[config.mk]
export PLATFORM = sky130hd
export DESIGN_NAME = ula_wb_buffer
export DESIGN_NICKNAME = d
export VERILOG_FILES = /design/src/rtl/ula_wb_buffer_pkg.sv /design/src/rtl/ula_wb_fifo2.sv /design/src/rtl/ula_wb_buffer.sv
export SDC_FILE = /design/constraint.sdc
export NUM_CORES = 1
export LEC_CHECK = 0
export BUFFER_PORTS_ARGS = -buffer_cell sky130_fd_sc_hd__buf_2
export CORE_UTILIZATION = 59
export CTS_CLUSTER_DIAMETER = 60
export CTS_CLUSTER_SIZE = 28
export DETAILED_ROUTE_END_ITERATION = 16
export GPL_ROUTABILITY_DRIVEN = 0
export HOLD_SLACK_MARGIN = 0.03
export PLACE_DENSITY = 0.83
export SYNTH_ARGS = -nofsm -noshare
export SYNTH_HDL_FRONTEND = slang
export SYNTH_SLANG_ARGS = --single-unit
[constraint.sdc]
create_clock -name clk -period 5.4 [get_ports clk]
set_input_delay 0.27 -clock clk [delete_from_list [all_inputs] [get_ports clk]]
set_output_delay 0.27 -clock clk [all_outputs]
set_load 0.03 [all_outputs]
[src/rtl/ula_wb_buffer_pkg.sv]
// Shared ula parameters: widths, opcode encodings, rflags bit positions and
// the writeback entry layout used between the execute and writeback stages.
package ula_wb_buffer_pkg;

    localparam int DATA_WIDTH     = 16;
    localparam int OPCODE_WIDTH   = 4;
    localparam int REG_ADDR_WIDTH = 4;
    localparam int RFLAGS_WIDTH   = 5;

    localparam logic [OPCODE_WIDTH-1:0] ADD = 4'd0;
    localparam logic [OPCODE_WIDTH-1:0] SUB = 4'd1;
    localparam logic [OPCODE_WIDTH-1:0] MUL = 4'd2;
    localparam logic [OPCODE_WIDTH-1:0] DIV = 4'd3;
    localparam logic [OPCODE_WIDTH-1:0] AND = 4'd4;
    localparam logic [OPCODE_WIDTH-1:0] OR  = 4'd5;
    localparam logic [OPCODE_WIDTH-1:0] NOT = 4'd6;
    localparam logic [OPCODE_WIDTH-1:0] CMP = 4'd7;

    localparam int RFLAG_OVERFLOW = 4;
    localparam int RFLAG_ABOVE    = 3;
    localparam int RFLAG_EQUAL    = 2;
    localparam int RFLAG_BELOW    = 1;
    localparam int RFLAG_ERROR    = 0;

    // A result is only written back if the instruction asked for it, it is
    // not a compare, and the ula did not flag it as erroneous.
    function automatic logic write_allowed(
        input logic                    we,
        input logic [OPCODE_WIDTH-1:0] opcode,
        input logic [RFLAGS_WIDTH-1:0] rflags
    );
        return we && (opcode != CMP) && !rflags[RFLAG_ERROR];
    endfunction

endpackage

[src/rtl/ula_wb_fifo2.sv]
// Generic 2-entry valid/ready FIFO. Two storage slots addressed by 1-bit
// read/write pointers that wrap; ready/valid come from the registered count.
module ula_wb_fifo2 #(
    parameter int WIDTH = 8
) (
    input  logic             clk,
    input  logic             rst,
    input  logic             push_valid,
    output logic             push_ready,
    input  logic [WIDTH-1:0] push_data,
    output logic             pop_valid,
    input  logic             pop_ready,
    output logic [WIDTH-1:0] pop_data
);

    logic [WIDTH-1:0] mem [2];
    logic             wr_ptr;
    logic             rd_ptr;
    logic [1:0]       count;
    logic             push;
    logic             pop;

    assign push_ready = (count != 2'd2);
    assign pop_valid  = (count != 2'd0);
    assign push       = push_valid && push_ready;
    assign pop        = pop_valid && pop_ready;
    assign pop_data   = mem[rd_ptr];

    // Storage, pointers and occupancy; a simultaneous push and pop leaves
    // the count unchanged while both pointers advance.
    always_ff @(posedge clk or posedge rst) begin
        if (rst) begin
            mem[0] <= '0;
            mem[1] <= '0;
            wr_ptr <= 1'b0;
            rd_ptr <= 1'b0;
            count  <= 2'd0;
        end else begin
            if (push) begin
                mem[wr_ptr] <= push_data;
                wr_ptr      <= ~wr_ptr;
            end
            if (pop) begin
                rd_ptr <= ~rd_ptr;
            end
            case ({push, pop})
                2'b10:   count <= count + 2'd1;
                2'b01:   count <= count - 2'd1;
                default: count <= count;
            endcase
        end
    end

endmodule

[src/rtl/ula_wb_buffer.sv]
// Writeback stage behind the ula: buffers results in a 2-entry skid FIFO,
// presents gated register writes, and tracks flags, sticky error and commits.
module ula_wb_buffer #(
    parameter int DATA_WIDTH     = ula_wb_buffer_pkg::DATA_WIDTH,
    parameter int OPCODE_WIDTH   = ula_wb_buffer_pkg::OPCODE_WIDTH,
    parameter int REG_ADDR_WIDTH = ula_wb_buffer_pkg::REG_ADDR_WIDTH,
    parameter int CNT_WIDTH      = 16
) (
    input  logic                      clk,
    input  logic                      rst,
    input  logic                      in_valid,
    output logic                      in_ready,
    input  logic [OPCODE_WIDTH-1:0]   in_opcode,
    input  logic [DATA_WIDTH-1:0]     in_data,
    input  logic [4:0]                in_rflags,
    input  logic [REG_ADDR_WIDTH-1:0] in_rd,
    input  logic                      in_we,
    output logic                      wb_valid,
    input  logic                      wb_ready,
    output logic                      wb_we,
    output logic [REG_ADDR_WIDTH-1:0] wb_addr,
    output logic [DATA_WIDTH-1:0]     wb_data,
    output logic [4:0]                flags_q,
    output logic                      err_sticky,
    input  logic                      err_clr,
    output logic [CNT_WIDTH-1:0]      commit_count
);

    import ula_wb_buffer_pkg::*;

    localparam int PAYLOAD_WIDTH = OPCODE_WIDTH + DATA_WIDTH + 5 + REG_ADDR_WIDTH + 1;

    logic                      rst_done;
    logic                      fifo_push_ready;
    logic                      fifo_pop_valid;
    logic [PAYLOAD_WIDTH-1:0]  tail_payload;
    logic [PAYLOAD_WIDTH-1:0]  head_payload;
    logic [OPCODE_WIDTH-1:0]   head_opcode;
    logic [DATA_WIDTH-1:0]     head_data;
    logic [4:0]                head_rflags;
    logic [REG_ADDR_WIDTH-1:0] head_rd;
    logic                      head_we;
    logic                      pop;

    assign tail_payload = {in_opcode, in_data, in_rflags, in_rd, in_we};
    assign {head_opcode, head_data, head_rflags, head_rd, head_we} = head_payload;

    // The buffer refuses input for the first cycle after reset so every
    // output, including in_ready, reads zero until one clean edge has passed.
    assign in_ready = rst_done && fifo_push_ready;
    assign wb_valid = fifo_pop_valid;
    assign pop      = wb_valid && wb_ready;
    assign wb_we    = wb_valid &&
                      write_allowed(head_we, OPCODE_WIDTH'(head_opcode), head_rflags);
    assign wb_addr  = wb_valid ? head_rd   : '0;
    assign wb_data  = wb_valid ? head_data : '0;

    ula_wb_fifo2 #(
        .WIDTH (PAYLOAD_WIDTH)
    ) u_fifo (
        .clk        (clk),
        .rst        (rst),
        .push_valid (in_valid && rst_done),
        .push_ready (fifo_push_ready),
        .push_data  (tail_payload),
        .pop_valid  (fifo_pop_valid),
        .pop_ready  (wb_ready),
        .pop_data   (head_payload)
    );

    // Marks that at least one edge has elapsed since reset was released.
    always_ff @(posedge clk or posedge rst) begin
        if (rst) begin
            rst_done <= 1'b0;
        end else begin
            rst_done <= 1'b1;
        end
    end

    // Commit bookkeeping: every popped entry updates flags and the counter,
    // even when its register write was suppressed.
    always_ff @(posedge clk or posedge rst) begin
        if (rst) begin
            flags_q      <= '0;
            commit_count <= '0;
        end else if (pop) begin
            flags_q      <= head_rflags;
            commit_count <= commit_count + CNT_WIDTH'(1);
        end
    end

    // Sticky error: a committed ERROR sets it and wins over a same-cycle clear.
    always_ff @(posedge clk or posedge rst) begin
        if (rst) begin
            err_sticky <= 1'b0;
        end else if (pop && head_rflags[RFLAG_ERROR]) begin
            err_sticky <= 1'b1;
        end else if (err_clr) begin
            err_sticky <= 1'b0;
        end
    end

endmodule

-- Yosys cells after proc, flatten, opt, wreduce, memory -nomap -nowiden
Index checks and enable logic that the tools add are counted.
Widths: inputs -> output; s select.
- add/sub/neg operators: 3
- magnitude comparators: 3
- equal/unequal tests: 4
- mux-type cells: 11
- bitwise operators: 4
- reductions and logical operators: 13
- operators by type and width (operator ; count):
    $mux 30 ; 4
    $bwmux 60 ; 1
    $demux 30 s1 ; 1
    $add 16x1->16 const B ; 1
    $mux 16 ; 1
    $logic_and 1x1->1 ; 9
    $reduce_bool 2->1 ; 3
    $ge 2x2->1 const B ; 2
    $mux 4 ; 1
    $ne 4x3->1 const B ; 1
    $not 1->2 ; 2
    $pmux 2 s2 ; 1
    $add 2x1->2 const B ; 1
    $eq 2x1->1 const B ; 1
    $eq 2x2->1 const B ; 1
    $lt 2x1->1 const B ; 1
    $mux 1 ; 2
    $ne 2x2->1 const B ; 1
    $not 1->1 ; 2
    $sub 2x1->2 const B ; 1
    $logic_not 1->1 ; 1
- bits in registers: 87

-- Depth between registers and ports, before layout
- depth in word-level cells: 8
- mapped depth: 6
- mapped depth without buffers: 6

-- Modules after synthesis
A second synthesis with hierarchy kept.
- cell total of the unflattened synthesis: 280
- area total of the unflattened synthesis: 4190.3 µm²
- modules (own cells, without submodules) (module ; times used ; cells each ; area an instance (µm²) ; seq. area each (µm²)):
    ula_wb_fifo2 ; 1 ; 177 ; 3074.2 ; 1601.5
    ula_wb_buffer ; 1 ; 103 ; 1116.1 ; 575.6

-- Worst setup path after synthesis
No wires, ideal clock.
- path type: reg2out
- from: reg u_fifo.rd_ptr
- to: out wb_we
- arrival time: 1.540 ns
- data required time: 5.130 ns
- slack: 3.590 ns
- stages on the path, launching flop included: 4
- path buffers: 1
- cell sequence: dfrtp_1 > buf_2 > or4b_1 > a21oi_1
- word-level cells in the longest chain between the ends: 8
- RTL lines (element ; RTL line ; text):
    start: declaration ; ula_wb_fifo2.sv:18 ; logic rd_ptr;
    start signal: assignment ; ula_wb_fifo2.sv:44 ; rd_ptr <= ~rd_ptr;
    $not 1->2 (implied by the code) * ; ula_wb_fifo2.sv:27 ; assign pop_data = mem[rd_ptr];
    $mux 30 (implied by the code) * (3 in series) ; ula_wb_fifo2.sv:27 ;
    $ne 4x3->1 ; ula_wb_buffer_pkg.sv:32 ; return we && (opcode != CMP) && !rflags[RFLAG_ERROR];
    $logic_and 1x1->1 ; ula_wb_buffer_pkg.sv:32 ;
    $logic_and 1x1->1 * ; ula_wb_buffer_pkg.sv:32 ;
    $logic_and 1x1->1 * ; ula_wb_buffer.sv:53 ; assign wb_we = wb_valid &&
    end: declaration ; ula_wb_buffer.sv:20 ; output logic wb_we,
Mark *: on every way between the ends. The rest lies on a longest branch, timed or not. The select of a mux whose other input is x is not followed.

-- Worst setup path in the final report
- from: reg u_fifo.count[0]
- to: reg u_fifo.mem[2] (netlist name)
- word-level cells in the longest chain between the ends: 2
- RTL lines (element ; RTL line ; text):
    start: declaration ; ula_wb_fifo2.sv:19 ; logic [1:0] count;
    start signal: assignment ; ula_wb_fifo2.sv:47 ; 2'b10: count <= count + 2'd1;
    start signal: assignment ; ula_wb_fifo2.sv:48 ; 2'b01: count <= count - 2'd1;
    start signal: assignment ; ula_wb_fifo2.sv:49 ; default: count <= count;
    $ne 2x2->1 ; ula_wb_fifo2.sv:23 ; assign push_ready = (count != 2'd2);
    $logic_and 1x1->1 ; ula_wb_fifo2.sv:25 ; assign push = push_valid && push_ready;
    end signal: indexed assignment ; ula_wb_fifo2.sv:40 ; mem[wr_ptr] <= push_data;
    end: declaration ; ula_wb_fifo2.sv:16 ; logic [WIDTH-1:0] mem [2];
Every way passes these cells.
A chain may end at the register's enable or synchronous reset.

==> reports/results.ini <==
[die]
die_h_um=83.24
io_pins=80
die_width_um=83.24
dieArea_um2=6928
fp-row-count=29
initial_core_util_pct=61.32
coreArea_um2=6350

[cells_and_area]
final_layout_size_suffix_gt1_share_pct=36.31
nFillCells=424
final_common_cell=dfrtp_1
nets=401
final_cell_count_no_fill=446
final_cell_mix=87 x dfrtp_1, 79 x buf_2, 30 x mux2_1, 30 x mux2_4, 25 x mux2i_1
area_growth_syn_to_layout_pct=16.81
diodes=0

[setup_path]
cp-start-kind=register
cp.buffers_inverters=0
worstPathCellList=nand2b_1 -> and2_2 -> nand3_2 -> mux2_4
end_kind=register
cp_top_family=simple AND/OR/NAND/NOR gates
worst_path_max_delay_cell=nand3_2
required_ns=5.63
critPathMaxStageDelay_ns=0.81
crit_type=reg2reg
arrival_ns=2.64
cp_max_fo=30

[synthesis]
yosysUniqueCellTypes=33
ys_top_cells_by_area=dfrtp_1 56%, mux2_4 12%, mux2_1 8.7%
ys_ff_latch=87
ys_seq_area_share_pct=55.91
syn-num-nets=321
avgSynthCellArea_um2=13.71
yosys_warnings=0
async_flop_share_pct=100.0
netlist_area_um2=3894
synth.top_cell.area_share_pct=55.91
synth_area_leader_cell=dfrtp_1
synth_edf_count=0
syn_inst=284
ys.flop_type=dfrtp_1

[clock_tree]
h-tree-depth=3
post_cts_buffers=0
cts_root_buf=clkbuf_8
cts-buffers-inserted=9
cts_buffer_depth=2
insertion_delay_ns=0.35
postCtsHoldBufs=0
clkTransAtPathRegs_ns=0.09
cts_resized=0
cts_tree=done
clkSinkCount=87

[drt]
avgRoutedWirePerCell_um=15.70
met1_length_mm=3.260
num_vias=2379
wl_met2_mm=3.359
drt_first_pass_iters=4
routed_via_density=5.334
drtIter0Drc=116
top_layer=met4
drc=0
ant_nets=0
route.met3.wl_um=279
routed_wirelength_mm=7.002

[sta]
fin_setup_tns_ns=0
final-setup-viol-count=0
timing_hold_violations_final=0
grt_setup_unrepaired=no
fin_skew_ns=0.01134
fin_hold_ws_ns=0.1014
slew_headroom_pct=27.91
fmax_mhz=414.1
slew_viol_final=0
period_needed_ns=2.415
tightest_slew_ns=1.080
fin_crit_sh_pct=44.72

[place]
dp_cells=430
dp_hpwl_mm=4.623
io_buffers=79

[global_routing]
grt_pass1_vias=2380
grt_overflow=0
grt_usage_pct=21.83
grt_max_degree=88
grt_pass1_wl_mm=11.79
grt_antenna_before_repair=0

[status]
outcome=completed

[power]
powerDensity_nw_per_um2=643.6
p_leak_nw=2.333
peakVddDrop_mv=0.4137
power.total_mw=2.927

[hold_path]
hold_class=in2reg

[job]
maxCapViolCount=0

==> Yosys cell counts, types with 2 or more instances <==
cell,n
xor2_1,7
and3_1,2
inv_1,5
nand4_1,4
nand4b_1,2
nor2_1,25
mux2_4,30
nand3_1,3
mux2i_1,25
ha_1,2
dfrtp_1,87
buf_2,4
nor3_1,2
mux2_1,30
xnor2_1,13
nor4_2,2
buf_6,3
nand2_1,15
o21ai_0,6
buf_4,3
clkbuf_1,2
==> stage by stage <==
stage / util (%) / setup slack (ns) / area, µm²
after floorplan: - / 2.880 / 3894
after global placement: 68.12 / 3.084 / 4325
after detailed placement: 68.12 / 3.023 / 4325
after CTS: 71.63 / 2.996 / 4548
after global routing: 71.63 / 2.871 / 4548
final: 71.63 / 2.985 / 4548
==> flip-flops by register name, indices dropped and copies added, names as in the netlist <==
name           flops
u_fifo.count       2
err_sticky         1
commit_count      16
u_fifo.mem        60
u_fifo.rd_ptr      1
u_fifo.wr_ptr      1
rst_done           1
flags_q            5
==> worst paths after layout <==
check	slack [ns]	to	depth (start not counted)	start
max	2.99	u_fifo.mem[2]$_DFFE_PP0P_	4	u_fifo.count[0]$_DFFE_PP0P_
min	0.10	err_sticky$_DFFE_PP0P_	2	err_clr
max reg2reg	2.99	u_fifo.mem[2]$_DFFE_PP0P_	4	u_fifo.count[0]$_DFFE_PP0P_
min reg2reg	0.47	commit_count[15]$_DFFE_PP0N_	1	commit_count[15]$_DFFE_PP0N_
max in group asynchronous	4.48	u_fifo.mem[33]$_DFFE_PP0P_	3	rst
min in group asynchronous	0.25	commit_count[15]$_DFFE_PP0N_	3	rst
==> worst reg2reg max path, delay by kind of cell, from the launching register on <==
family,cells,cell delay (ns)
AND/OR/NAND/NOR,3,1.14
multiplexers,1,0.64
flip-flops,1,0.50
==> per-layer routing <==
layer | track usage (%) | vias up
li1 | - | 1133
met1 | 28.84 | 1189
met2 | 34.43 | 49
met3 | 5.070 | 8
met4 | 10.03 | 0
met5 | 0 | -
==> power by group <==
part           switching, mW  total (mW)  internal [mW]
Combinational          0.744        1.30          0.552
Sequential             0.188        1.13          0.940
Clock                  0.229       0.503          0.274
==> area by class of cell <==
| cell class | count | area [µm²] | area share [%] |
|---|---|---|---|
| Multi-Input combinational cell | 180 | 1622 | 35.65 |
| Sequential cell | 87 | 2177 | 47.87 |
| Tap cell | 77 | 96.34 | 2.118 |
| Timing Repair Buffer | 81 | 410.4 | 9.023 |
| Inverter | 5 | 20.02 | 0.4402 |
| Clock buffer | 11 | 141.4 | 3.109 |
| Clock inverter | 5 | 81.33 | 1.788 |
==> cells by family (layout without fill, tap and decap cells) <==
family                     Yosys count  after routing  synth area share (%)
AOI/OAI and AO/OA                    9              9                 1.382
xor gates and xnor gates            20             20                 4.499
adders and majority gates            2              2                0.6426
buffers and inverters               17            102                 2.635
DFF                                 87             87                 55.91
muxes                               85             85                 26.67
other                                1              1               0.09631
and+or+nand+nor                     63             63                 8.162
Power figures use the tool's default switching activity.
